`config.mk`:
```
export PLATFORM = sky130hd
export DESIGN_NAME = fetch_ctrl_flat
export DESIGN_NICKNAME = d
export VERILOG_FILES = /design/src/rtl/fetch_pkg.sv /design/src/rtl/fetch_ctrl_if.sv /design/src/rtl/fetch_skid_fifo.sv /design/src/rtl/fetch_ctrl.sv /design/src/flat_wrapper.sv
export SDC_FILE = /design/constraint.sdc
export NUM_CORES = 1
export LEC_CHECK = 0
export CAP_MARGIN = 20
export CORE_MARGIN = 2
export CORE_UTILIZATION = 46
export DETAILED_ROUTE_END_ITERATION = 10
export PLACE_DENSITY = 0.76
export SYNTH_ARGS = -nofsm -noshare
export SYNTH_HDL_FRONTEND = slang
export SYNTH_SLANG_ARGS = --single-unit
```
`constraint.sdc`:
```
create_clock -name clk -period 2.2 [get_ports clk]
set_input_delay 0.44 -clock clk [delete_from_list [all_inputs] [get_ports clk]]
set_output_delay 0.44 -clock clk [all_outputs]
set_load 0.02 [all_outputs]
```
`src/rtl/fetch_pkg.sv`:
```
// Shared types and constants for the instruction-fetch sequencer.
package fetch_pkg;

    localparam int ADDR_W_DEF = 6;
    localparam int INST_W_DEF = 32;
    localparam logic [31:0] NOP_INST = 32'h0007_8000;

    typedef enum logic [1:0] {
        IDLE,
        RUN,
        DRAIN,
        HALTED
    } fetch_state_t;

    typedef struct packed {
        logic [INST_W_DEF-1:0] data;
        logic [ADDR_W_DEF-1:0] pc;
    } fetch_entry_t;

endpackage

```
`src/rtl/fetch_ctrl_if.sv`:
```
// Instruction-memory and decode-handshake bundle between the fetch sequencer and its neighbours.
interface fetch_ctrl_if
    import fetch_pkg::*;
#(
    parameter int ADDR_W = ADDR_W_DEF,
    parameter int INST_W = INST_W_DEF
);
    logic [ADDR_W-1:0] imem_addr;
    logic [INST_W-1:0] imem_rdata;
    logic              inst_valid;
    logic              inst_ready;
    logic [INST_W-1:0] inst_data;
    logic [ADDR_W-1:0] inst_pc;

    modport master (
        output imem_addr,
        input  imem_rdata,
        output inst_valid,
        input  inst_ready,
        output inst_data,
        output inst_pc
    );

    modport slave (
        input  imem_addr,
        output imem_rdata,
        input  inst_valid,
        output inst_ready,
        input  inst_data,
        input  inst_pc
    );
endinterface

```
`src/rtl/fetch_skid_fifo.sv`:
```
// Two-entry skid FIFO with a registered head so decode sees flop outputs directly.
module fetch_skid_fifo
    import fetch_pkg::*;
(
    input  logic         clk,
    input  logic         rst_n,
    input  logic         flush,
    input  logic         push,
    input  fetch_entry_t push_entry,
    input  logic         pop,
    output fetch_entry_t head,
    output logic         head_valid,
    output logic [1:0]   occ
);

    fetch_entry_t head_reg;
    fetch_entry_t tail_reg;
    logic [1:0]   occ_reg;

    // Entries shift toward the head; pop is only ever asserted with a valid head.
    always_ff @(posedge clk or negedge rst_n) begin
        if (!rst_n) begin
            head_reg <= '0;
            tail_reg <= '0;
            occ_reg  <= 2'd0;
        end else if (flush) begin
            occ_reg <= 2'd0;
        end else begin
            case ({push, pop})
                2'b10: begin
                    if (occ_reg == 2'd0) head_reg <= push_entry;
                    else                 tail_reg <= push_entry;
                    occ_reg <= occ_reg + 2'd1;
                end
                2'b01: begin
                    head_reg <= tail_reg;
                    occ_reg  <= occ_reg - 2'd1;
                end
                2'b11: begin
                    if (occ_reg == 2'd2) begin
                        head_reg <= tail_reg;
                        tail_reg <= push_entry;
                    end else begin
                        head_reg <= push_entry;
                    end
                end
                default: ;
            endcase
        end
    end

    assign head       = head_reg;
    assign head_valid = (occ_reg != 2'd0);
    assign occ        = occ_reg;

endmodule

```
`src/rtl/fetch_ctrl.sv`:
```
// Instruction-fetch sequencer: PC ownership, one-cycle memory latency tracking, redirect and halt.
// Optional performance counters are built when FETCH_PERF_CNT_EN is defined.
module fetch_ctrl
    import fetch_pkg::*;
#(
    parameter int ADDR_W   = ADDR_W_DEF,
    parameter int INST_W   = INST_W_DEF,
    parameter int RESET_PC = 0
)(
    input  logic              clk,
    input  logic              rst_n,
    input  logic              start,
    input  logic              halt_req,
    input  logic              redirect_valid,
    input  logic [ADDR_W-1:0] redirect_pc,
    output logic              busy,
`ifdef FETCH_PERF_CNT_EN
    output logic [15:0]       fetch_count,
    output logic [15:0]       stall_count,
`endif
    fetch_ctrl_if.master      bus
);

    fetch_state_t      state_reg;
    logic [ADDR_W-1:0] imem_addr_reg;
    logic [ADDR_W-1:0] inflight_pc_reg;
    logic              inflight_reg;
    logic              busy_reg;

    fetch_entry_t      push_entry;
    fetch_entry_t      head;
    logic              head_valid;
    logic [1:0]        occ;
    logic              pop;
    logic              push;
    logic              issue;
    logic              run_start;
    logic [2:0]        pending;

    assign pop       = head_valid & bus.inst_ready;
    assign push      = inflight_reg & ~redirect_valid;
    // Words that will still be owned after this edge; issuing keeps the total within the FIFO depth.
    assign pending   = 3'(occ) + 3'(inflight_reg) - 3'(pop);
    assign issue     = (state_reg == RUN) & ~halt_req & ~redirect_valid & (pending < 3'd2);
    assign run_start = start & ~halt_req;

    assign push_entry.data = bus.imem_rdata;
    assign push_entry.pc   = inflight_pc_reg;

    always_ff @(posedge clk or negedge rst_n) begin
        if (!rst_n) begin
            state_reg       <= IDLE;
            imem_addr_reg   <= ADDR_W'(RESET_PC);
            inflight_pc_reg <= '0;
            inflight_reg    <= 1'b0;
            busy_reg        <= 1'b0;
        end else begin
            inflight_reg <= issue;
            if (issue) begin
                inflight_pc_reg <= imem_addr_reg;
                imem_addr_reg   <= imem_addr_reg + 1'b1;
            end
            case (state_reg)
                IDLE: if (run_start) begin
                    state_reg     <= RUN;
                    busy_reg      <= 1'b1;
                    imem_addr_reg <= ADDR_W'(RESET_PC);
                end
                RUN: if (halt_req) state_reg <= DRAIN;
                DRAIN: if (redirect_valid || (occ == 2'd0 && !inflight_reg)) begin
                    state_reg <= HALTED;
                    busy_reg  <= 1'b0;
                end
                HALTED: if (run_start) begin
                    state_reg <= RUN;
                    busy_reg  <= 1'b1;
                end
                default: begin
                    state_reg <= IDLE;
                    busy_reg  <= 1'b0;
                end
            endcase
            // Redirect overrides any PC update made above.
            if (redirect_valid) imem_addr_reg <= redirect_pc;
        end
    end

    fetch_skid_fifo u_fifo (
        .clk        (clk),
        .rst_n      (rst_n),
        .flush      (redirect_valid),
        .push       (push),
        .push_entry (push_entry),
        .pop        (pop),
        .head       (head),
        .head_valid (head_valid),
        .occ        (occ)
    );

    assign bus.imem_addr  = imem_addr_reg;
    assign bus.inst_valid = head_valid;
    assign bus.inst_data  = head.data;
    assign bus.inst_pc    = head.pc;
    assign busy           = busy_reg;

`ifdef FETCH_PERF_CNT_EN
    logic [15:0] fetch_cnt_reg;
    logic [15:0] stall_cnt_reg;

    always_ff @(posedge clk or negedge rst_n) begin
        if (!rst_n) begin
            fetch_cnt_reg <= 16'd0;
            stall_cnt_reg <= 16'd0;
        end else if (state_reg == IDLE && run_start) begin
            fetch_cnt_reg <= 16'd0;
            stall_cnt_reg <= 16'd0;
        end else begin
            if (pop && fetch_cnt_reg != 16'hFFFF)
                fetch_cnt_reg <= fetch_cnt_reg + 16'd1;
            if (head_valid && !bus.inst_ready && stall_cnt_reg != 16'hFFFF)
                stall_cnt_reg <= stall_cnt_reg + 16'd1;
        end
    end

    assign fetch_count = fetch_cnt_reg;
    assign stall_count = stall_cnt_reg;
`endif

endmodule

```
`src/flat_wrapper.sv`:
```
// flat-port wrapper written by rule: the top's interface ports become plain ports
module fetch_ctrl_flat import fetch_pkg::*;
#(
    parameter int ADDR_W   = ADDR_W_DEF,
    parameter int INST_W   = INST_W_DEF,
    parameter int RESET_PC = 0
)
  (clk, rst_n, start, halt_req, redirect_valid, redirect_pc, busy, bus_imem_addr, bus_imem_rdata, bus_inst_valid, bus_inst_ready, bus_inst_data, bus_inst_pc);
  fetch_ctrl_if #(.ADDR_W(ADDR_W), .INST_W(INST_W)) bus_i ();
  input  logic clk;
  input  logic rst_n;
  input  logic start;
  input  logic halt_req;
  input  logic redirect_valid;
  input  logic [ADDR_W-1:0] redirect_pc;
  output logic busy;
  output wire logic [$bits(bus_i.imem_addr)-1:0] bus_imem_addr;
  input wire logic [$bits(bus_i.imem_rdata)-1:0] bus_imem_rdata;
  output wire logic [$bits(bus_i.inst_valid)-1:0] bus_inst_valid;
  input wire logic [$bits(bus_i.inst_ready)-1:0] bus_inst_ready;
  output wire logic [$bits(bus_i.inst_data)-1:0] bus_inst_data;
  output wire logic [$bits(bus_i.inst_pc)-1:0] bus_inst_pc;
  assign bus_imem_addr = bus_i.imem_addr;
  assign bus_i.imem_rdata = bus_imem_rdata;
  assign bus_inst_valid = bus_i.inst_valid;
  assign bus_i.inst_ready = bus_inst_ready;
  assign bus_inst_data = bus_i.inst_data;
  assign bus_inst_pc = bus_i.inst_pc;
  fetch_ctrl #(.ADDR_W(ADDR_W), .INST_W(INST_W), .RESET_PC(RESET_PC)) u_core (.clk(clk), .rst_n(rst_n), .start(start), .halt_req(halt_req), .redirect_valid(redirect_valid), .redirect_pc(redirect_pc), .busy(busy), .bus(bus_i));
endmodule
```
### Word level (Yosys, flattened, before mapping)

Index checks and enable logic that the tools add are counted.
Widths: inputs -> output; s select.

* flip-flop bits (word level): 94
* bits of input ports: 44
* output and inout port bits: 46
* word-level logic and storage cells: 71

* add/sub/neg operators: 5
* magnitude comparators: 1
* equality and inequality tests: 13
* multiplexer cells: 19
* bitwise operators: 8
* reductions and logical operators: 15

Operators with widths (number)
* $mux 38: 4
* $pmux 38 s3: 1
* $pmux 38 s2: 1
* $mux 6: 4
* $eq 2x2->1 const B: 5
* $reduce_and 3->1: 3
* $mux 2: 4
* $add 6x1->6 const B: 1
* $and 1x1->1: 6
* $ne 2x1->1 const B: 3
* $ne 2x2->1 const B: 3
* $pmux 2 s3: 1
* $reduce_bool 2->1: 3
* $reduce_bool 3->1: 2
* $eq 2x1->1 const B: 2
* $logic_not 2->1: 2
* $pmux 2 s2: 1
* $reduce_and 4->1: 1
* $add 2x1->3: 1
* $lt 3x2->1 const B: 1
* $sub 3x1->3: 1
* $add 2x1->2 const B: 1
* $mux 1: 2
* $not 1->1: 2
* 6 further kinds: 6

### Depth between registers and ports, before layout

Gate-level depths: netlist (run 1).

* depth after elaboration: 9
* depth in mapped cells: 8
* depth with buffers taken out: 7

### By module

Synthesis (run 1) repeated with hierarchy kept, for this count alone.

* cells, all modules: 338
* area total of the unflattened synthesis: 4381.7 µm²

By module, submodules not included
* fetch_skid_fifo: instances 1, cells each 264, area each 3488.3 µm², sequential area each 1951.9 µm²
* fetch_ctrl: instances 1, cells each 74, area each 893.4 µm², sequential area each 400.4 µm²

### Least setup slack after synthesis (run 1)

Ideal clock, no wire load.

* path type: register -> register
* from: register u_core.u_fifo.occ_reg[1], in the netlist u_core.u_fifo.occ[1]
* to: register u_core.imem_addr_reg[1], in the netlist u_core.bus.imem_addr[1]
* setup time: 0.121 ns
* arrival time: 2.164 ns
* data required time: 2.079 ns
* path slack: -0.085 ns
* stages on the path, launching flop included: 9
* path buffers: 1
* period minus slack after synthesis: 2.285 ns
* cell sequence: dfrtp_1 buf_2 o21ai_4 nor2_1 fa_1 and4bb_2 nand2_2 mux2_2 a22o_1

* cells in the longest elaborated chain, start to end: 9
* elaborated cells between the ends (all ways): 10
* those cells by class: 2 x add/sub; 1 x order compare; 4 x mux; 2 x bitwise; 1 x reduce/logical

Ends and longest elaborated chain
* start, declared: RTL line fetch_skid_fifo.sv:18 `logic [1:0] occ_reg;`
* start signal, assigned: RTL line fetch_skid_fifo.sv:33 `occ_reg <= occ_reg + 2'd1;`
* start signal, assigned: RTL line fetch_skid_fifo.sv:37 `occ_reg <= occ_reg - 2'd1;`
* branches (longest 2 deep; another with $add 2x1->3)
* $sub 3x1->3 *: RTL line fetch_ctrl.sv:43 `assign pending = 3'(occ) + 3'(inflight_reg) - 3'(pop);`
* $lt 3x2->1 *: RTL line fetch_ctrl.sv:44 `assign issue = (state_reg == RUN) & ~halt_req & ~redirect_valid & (pending < 3'd2);`
* $and 1x1->1 *: RTL line fetch_ctrl.sv:44
* $mux 6 *: RTL line fetch_ctrl.sv:59 `if (issue) begin`
* $mux 6: RTL line fetch_ctrl.sv:64 `IDLE: if (run_start) begin`
* $mux 6 *: RTL line fetch_ctrl.sv:63 `case (state_reg)`
* $mux 6 *: RTL line fetch_ctrl.sv:84 `if (redirect_valid) imem_addr_reg <= redirect_pc;`
* end signal, assigned: RTL line fetch_ctrl.sv:61 `imem_addr_reg <= imem_addr_reg + 1'b1;`
* end signal, assigned: RTL line fetch_ctrl.sv:67 `imem_addr_reg <= ADDR_W'(RESET_PC);`
* end signal, assigned: RTL line fetch_ctrl.sv:84
* end, declared: RTL line fetch_ctrl.sv:25 `logic [ADDR_W-1:0] imem_addr_reg;`

Mark *: on every way between the ends.
A chain may end at the register's enable or synchronous reset.

### Final worst setup path (run 1)

* from: register u_core.u_fifo.occ_reg[1], in the netlist u_core.u_fifo.occ[1]
* to: register u_core.imem_addr_reg[2], in the netlist u_core.bus.imem_addr[2]

Same word-level chain as after synthesis.

==> results.ini, run 1 <==
[global_route]
grt_max_degree=51
grt_overflow=0
grt_first_pass_wirelength_um=13700
grt_pass1_vias=2862
antenna_found_initial=0
track_usage_pct=17.2

[sta]
rsz0062_at_grt=false
max_slew_margin_pct=65.2
skew_ns=0.00852
slew_viol_final=0
finalSetupViolCount=0
worst_pin_slew_ns=0.522
fin_crit_sh_pct=95.4
final_hold_viol_count=0
holdWs_ns=0.0522
period_needed_ns=2.10
max_freq_mhz=476

[placement]
routabilityCongestion=0.883
portBuffers=89
dp_hpwl_um=5860
dpl-instance-area_um2=5400
dp_cells=540

[cells_and_area]
layout.nets=490
postLayoutCoreUtil_pct=61.4
drive_above_1_share_pct=20.7
fin_cells=555
antennaDiodeCount=0
seq_area_um2=2350
fillers=753
synthToLayoutAreaGrowth_pct=31.9
multiInputGateArea_um2=1760
post-route-cell-area_um2=5600

[worst_setup_path]
start_kind=flip-flop
path_class=reg -> reg
worstPathRequired_ns=2.44
worst_path_largest_cell_delay_ns=0.48
crit_arrival_ns=2.34
slowest_stage=fa_1
end_kind=flip-flop
path_cells=o21ai_4 > nor2_2 > fa_1 > and4bb_2 > buf_4 > nand3_1 > xnor2_1 > a22o_1
critPathMaxFanout=3

[routing]
drt_iter0_drc=99
vias_per_cell=5.21
wl_per_cell_um=14.9
drc=0
routed_wl_um=8260
first_pass_iters=4
vias=2891
ant_nets=0

[power]
power_mw=5.87
swShare_pct=32.8
p_seq_share_pct=42.5
intPower_mw=3.94
p_sw_mw=1.92
ir_drop_uv=439
power.density_nw_per_um2=1050
power_frac_comb_pct=37.2
power_frac_clock_pct=20.4
p_leak_nw=2.78

[status]
status=completed

[synth]
synth_seq_cells=94
avgSynthCellArea_um2=12.5
yosysWarningCount=0
syn_inst=339
syn_area_um2=4240
synth_cell_type_count=40
yosysTopAreaCell=dfrtp_1
syn_nets=389
synth.area.top_cells=dfrtp_1, mux2_2, mux2i_1
ys_seq_area_share_pct=55.4
synth_top_area_share_pct=55.4

[clock_network]
cts.clk_slew.worst_paths_ns=0.09
clock_latency_ns=0.35
htree_levels=3
cts_root_buf=clkbuf_8
clk_path_buf_depth=2
post-cts-setup-buffer-count=0
cts_buffers=9
clock-sinks=94
cts_tree=built

[die]
design.core.area_um2=9110
die_area_um2=10000
num_io_pins=90
start_util_pct=46.6
die_h_um=100
dieWidth_um=100
rows=35

[job]
maxCapViolCount=0

[worst_hold_path]
min_path_type=in -> async

worst max-delay path: cells and delay by family (launching register included):
| kind | cells | cell delay, ns |
|---|---|---|
| adders and majority gates | 1 | 0.48 |
| DFF | 1 | 0.44 |
| and+or+nand+nor | 3 | 0.44 |
| AOI/OAI and AO/OA | 2 | 0.37 |
| buffers and inverters | 1 | 0.14 |
| xor gates and xnor gates | 1 | 0.13 |
power by group through the flow:
| stage | Clock (mW) | Sequential [mW] | Combinational, mW |
|---|---|---|---|
| after floorplan | 0 | 2.95 | 0.684 |
| after global placement | 0 | 2.52 | 2.16 |
| after detailed placement | 0 | 2.53 | 2.20 |
| after CTS | 1.23 | 2.50 | 2.21 |
| after global routing | 1.30 | 2.56 | 2.36 |
| final | 1.20 | 2.49 | 2.18 |
layout make-up:
cell class,instances,share of cell area [%]
Tap cell,111,2.48
Timing Repair Buffer,110,20.2
Clock buffer,11,2.35
Inverter,3,0.201
Clock inverter,4,1.30
Sequential cell,94,42.0
Multi-Input combinational cell,222,31.4
worst paths after layout:
kind                                            start                          to  slack [ns]  cells after the start
max                              u_core.u_fifo.occ[1]     u_core.bus.imem_addr[2]        0.10                      8
min                                             rst_n  u_core.u_fifo.tail_reg[33]        0.05                      1
max reg2reg                      u_core.u_fifo.occ[1]     u_core.bus.imem_addr[2]        0.10                      8
min reg2reg                u_core.u_fifo.tail_reg[22]  u_core.u_fifo.tail_reg[22]        0.51                      1
max in group asynchronous                       rst_n      u_core.u_fifo.head[19]        1.54                      2
min in group clk           u_core.u_fifo.tail_reg[22]  u_core.u_fifo.tail_reg[22]        0.51                      1
cell families after synthesis:
group,Yosys count,synth area share [%]
buf+inv,23,3.92
fa+ha+maj,6,1.95
simple gates,65,7.31
mux,83,20.9
compound gates,60,8.67
flops,94,55.4
xor+xnor,8,1.83
cell usage in the layout, fill, tap and decap left out, types with 4 or more instances in the layout:
cell / count
dfrtp_1: 94
clkdlybuf4s50_1: 86
mux2_2: 44
a21oi_1: 40
nor2_1: 39
mux2i_1: 38
buf_4: 15
clkbuf_8: 9
buf_12: 7
a22o_1: 6
nor2b_1: 5
xnor2_1: 5
ha_1: 5
o21ai_0: 4
per-stage QoR:
step | setup WS [ns] | TNS, ns
after detailed placement | -0.435 | -5.09
after global routing | 0.00633 | 0
after global placement | -0.426 | -4.83
final | 0.101 | 0
after CTS | 0.102 | 0
after floorplan | -0.0198 | -0.0198
routing by layer:
metal	vias up	global-route usage, %	share of wire [%]
met5	-	0	0
met4	0	6.64	0.96
met3	6	2.86	3.8
met2	66	28.6	49
met1	1434	22.8	46
li1	1385	-	-
Yosys cell counts (all sizes together):
cell     instances
o31ai            1
nor2            40
nor3b            2
mux2            45
xnor2            6
or2              1
a211oi           1
ha               5
nand4            1
a2111oi          1
or3b             1
buf             19
and4bb           1
nor4             1
a2bb2oi          1
nand2b           2
a21oi           43
and4             1
xor2             2
a22o             6
nand3            3
and3             2
o21ai            6
inv              3
clkbuf           1
nor2b            5
nor3             1
o21bai           1
dfrtp           94
mux2i           38
nand2            4
fa               1
repair_timing:
action,in CTS,in global routing
hold buffers,0,0
endpoints found under the setup margin,13,0
resized for setup,2,0
No activity file was read; power rests on OpenSTA's default activity.
==> inputs of run 2 (changes only) <==
--- a/config.mk
+++ b/config.mk
@@ -8,6 +8,7 @@
 export CAP_MARGIN = 20
 export CORE_MARGIN = 2
 export CORE_UTILIZATION = 46
+export CTS_CLUSTER_SIZE = 24
 export DETAILED_ROUTE_END_ITERATION = 10
 export PLACE_DENSITY = 0.76
 export SYNTH_ARGS = -nofsm -noshare
==> results of run 2 <==
No change in the layout: final DEF, timing and power equal those of run 1.
==> inputs of run 3 (changes only) <==
--- a/config.mk
+++ b/config.mk
@@ -8,7 +8,7 @@
 export CAP_MARGIN = 20
 export CORE_MARGIN = 2
 export CORE_UTILIZATION = 46
-export CTS_CLUSTER_SIZE = 24
+export CTS_BUF_LIST = sky130_fd_sc_hd__clkbuf_8 sky130_fd_sc_hd__clkbuf_16
 export DETAILED_ROUTE_END_ITERATION = 10
 export PLACE_DENSITY = 0.76
 export SYNTH_ARGS = -nofsm -noshare
==> run 3 against run 2 <==
Clock power hardly changed. Global-route usage is the same. Clock skew decreased by 0.00074 ns. Worst hold slack about the same. Critical path depth stayed put. Critical endpoint unchanged. Highest routed layer unchanged.
==> results.ini, run 3 (synthesized netlist as in run 1, its figures left out) <==
[worst_setup_path]
critPathMaxFanout=3  ; unchanged
slowest_stage=fa_1
end_kind=flip-flop
start_kind=flip-flop
path_buf_inv=1  ; unchanged
worst_path_largest_cell_delay_ns=0.48  ; about the same
crit_arrival_ns=2.34  ; about the same
worstPathRequired_ns=2.44  ; about the same
cp_top_family=adder cells
path_class=reg -> reg
path_cells=o21ai_4 > nor2_2 > fa_1 > and4bb_2 > buf_4 > nand3_1 > xnor2_1 > a22o_1

[cells_and_area]
layout.nets=490  ; unchanged
layout_common_cells=dfrtp_1, clkdlybuf4s50_1, mux2_2, a21oi_1, nor2_1
drive_above_1_share_pct=20.7  ; unchanged
final_common_cell=dfrtp_1
fin_cells=555  ; unchanged
synthToLayoutAreaGrowth_pct=31.9  ; unchanged
post-route-cell-area_um2=5600  ; unchanged
antennaDiodeCount=0  ; unchanged

[routing]
ant_nets=0  ; unchanged
vias_per_cell=5.21  ; about the same
routed_wl_um=8260  ; about the same
first_pass_iters=4  ; unchanged
drc=0  ; unchanged
wl_per_cell_um=14.9  ; about the same
drt_iter0_drc=98  ; -1.0%
vias=2893  ; +0.069%

[power]
p_sw_mw=1.93  ; +0.14%
p_leak_nw=2.79  ; +0.30%
power_frac_comb_pct=37.2  ; about the same
intPower_mw=3.93  ; -0.23%
ir_drop_uv=439  ; about the same
p_seq_share_pct=42.5  ; about the same
swShare_pct=32.9  ; +0.083 points
power_frac_clock_pct=20.3  ; about the same
power.density_nw_per_um2=1050  ; -0.11%

[placement]
dp_cells=540  ; unchanged
dpl-instance-area_um2=5400  ; unchanged
routabilityCongestion=0.883  ; unchanged
dp_hpwl_um=5860  ; unchanged
portBuffers=89  ; unchanged

[sta]
period_needed_ns=2.10  ; +0.000705 ns
final_hold_viol_count=0  ; unchanged
max_freq_mhz=476  ; about the same
rsz0062_at_grt=false
max_slew_margin_pct=65.2  ; unchanged
skew_ns=0.00778  ; -0.000742 ns
worst_pin_slew_ns=0.522  ; unchanged
finalSetupViolCount=0  ; unchanged
slew_viol_final=0  ; unchanged
fin_crit_sh_pct=95.4  ; about the same

[worst_hold_path]
min_path_type=in -> async

[global_route]
grt_util_met2_pct=28.6  ; unchanged
gr-max-usage-layer=met2
use_met3_pct=2.86  ; unchanged
antenna_found_initial=0  ; unchanged
grtUsageMet1_pct=22.8  ; unchanged
track_usage_pct=17.2  ; unchanged
grt_pass1_vias=2862  ; unchanged
grt_overflow=0  ; unchanged
grt_max_degree=51  ; unchanged
grt_first_pass_wirelength_um=13700  ; unchanged

[die]
die_h_um=100  ; unchanged
start_util_pct=46.6  ; unchanged
dieWidth_um=100  ; unchanged
design.core.area_um2=9110  ; unchanged
rows=35  ; unchanged
die_area_um2=10000  ; unchanged
num_io_pins=90  ; unchanged

[clock_network]
clock-sinks=94  ; unchanged
clock_latency_ns=0.35  ; about the same
cts_buffers=9  ; unchanged
post-cts-setup-buffer-count=0  ; unchanged
htree_levels=3  ; unchanged
cts_tree=built
cts.clk_slew.worst_paths_ns=0.09  ; about the same
cts_root_buf=clkbuf_8
cts_hold_buf=0  ; unchanged
clk_path_buf_depth=2  ; unchanged

[status]
status=completed

[job]
maxCapViolCount=0  ; unchanged

-- run 3: cell count changes in the layout (fill, tap and decap cells not counted) --
cell      delta
inv_1        +2
clkbuf_1     -2
-- run 3: per-layer routing --
metal  up-vias  part of all wire (%)
met3         6                   3.8
met1      1435                    47
met5         -                     0
met4         0                  0.93
li1       1386                     -
met2        66                    49
-- run 3: final cells by class --
type	count	area, um2
Sequential cell	94	2350
Clock buffer	9	124
Clock inverter	6	80.1
Timing Repair Buffer	110	1130
Inverter	3	11.3
Fill cell	753	3510
Multi-Input combinational cell	222	1760
Tap cell	111	139
-- run 3: worst paths after layout --
kind,start,endpoint,slack (ns),cells past startpoint
setup / recovery,u_core.u_fifo.occ[1],u_core.bus.imem_addr[2],0.10,8
hold / removal,rst_n,u_core.u_fifo.tail_reg[33],0.05,1
setup reg to reg,u_core.u_fifo.occ[1],u_core.bus.imem_addr[2],0.10,8
hold reg to reg,u_core.u_fifo.tail_reg[22],u_core.u_fifo.tail_reg[22],0.51,1
max in group asynchronous,rst_n,u_core.u_fifo.head[19],1.54,2
min in group clk,u_core.u_fifo.tail_reg[22],u_core.u_fifo.tail_reg[22],0.51,1
-- run 3: what timing repair did --
item | in CTS | in global routing
gates resized for setup | 2 | 0
hold endpoints to repair | 0 | 0
setup endpoints to repair | 13 | 0
-- run 3: through the flow --
step / util, % / worst slack (ns) / power [mW] / hold slack (ns) / TNS [ns]
floorplan: - / -0.0198 / 3.63 / 0.144 / -0.0198
global placement: 59.2 / -0.426 / 4.68 / 0.445 / -4.83
detailed placement: 59.2 / -0.435 / 4.73 / 0.440 / -5.09
CTS: 61.4 / 0.103 / 5.93 / 0.0513 / 0
global route: 61.4 / 0.00626 / 6.21 / 0.0720 / 0
finish: 61.4 / 0.100 / 5.86 / 0.0522 / 0
-- run 3: power by group through the flow --
stage / logic, mW / clock network [mW] / registers [mW]
floorplan: 0.684 / 0 / 2.95
global placement: 2.16 / 0 / 2.52
detailed placement: 2.20 / 0 / 2.53
CTS: 2.21 / 1.23 / 2.50
global route: 2.36 / 1.29 / 2.56
finish: 2.18 / 1.19 / 2.49
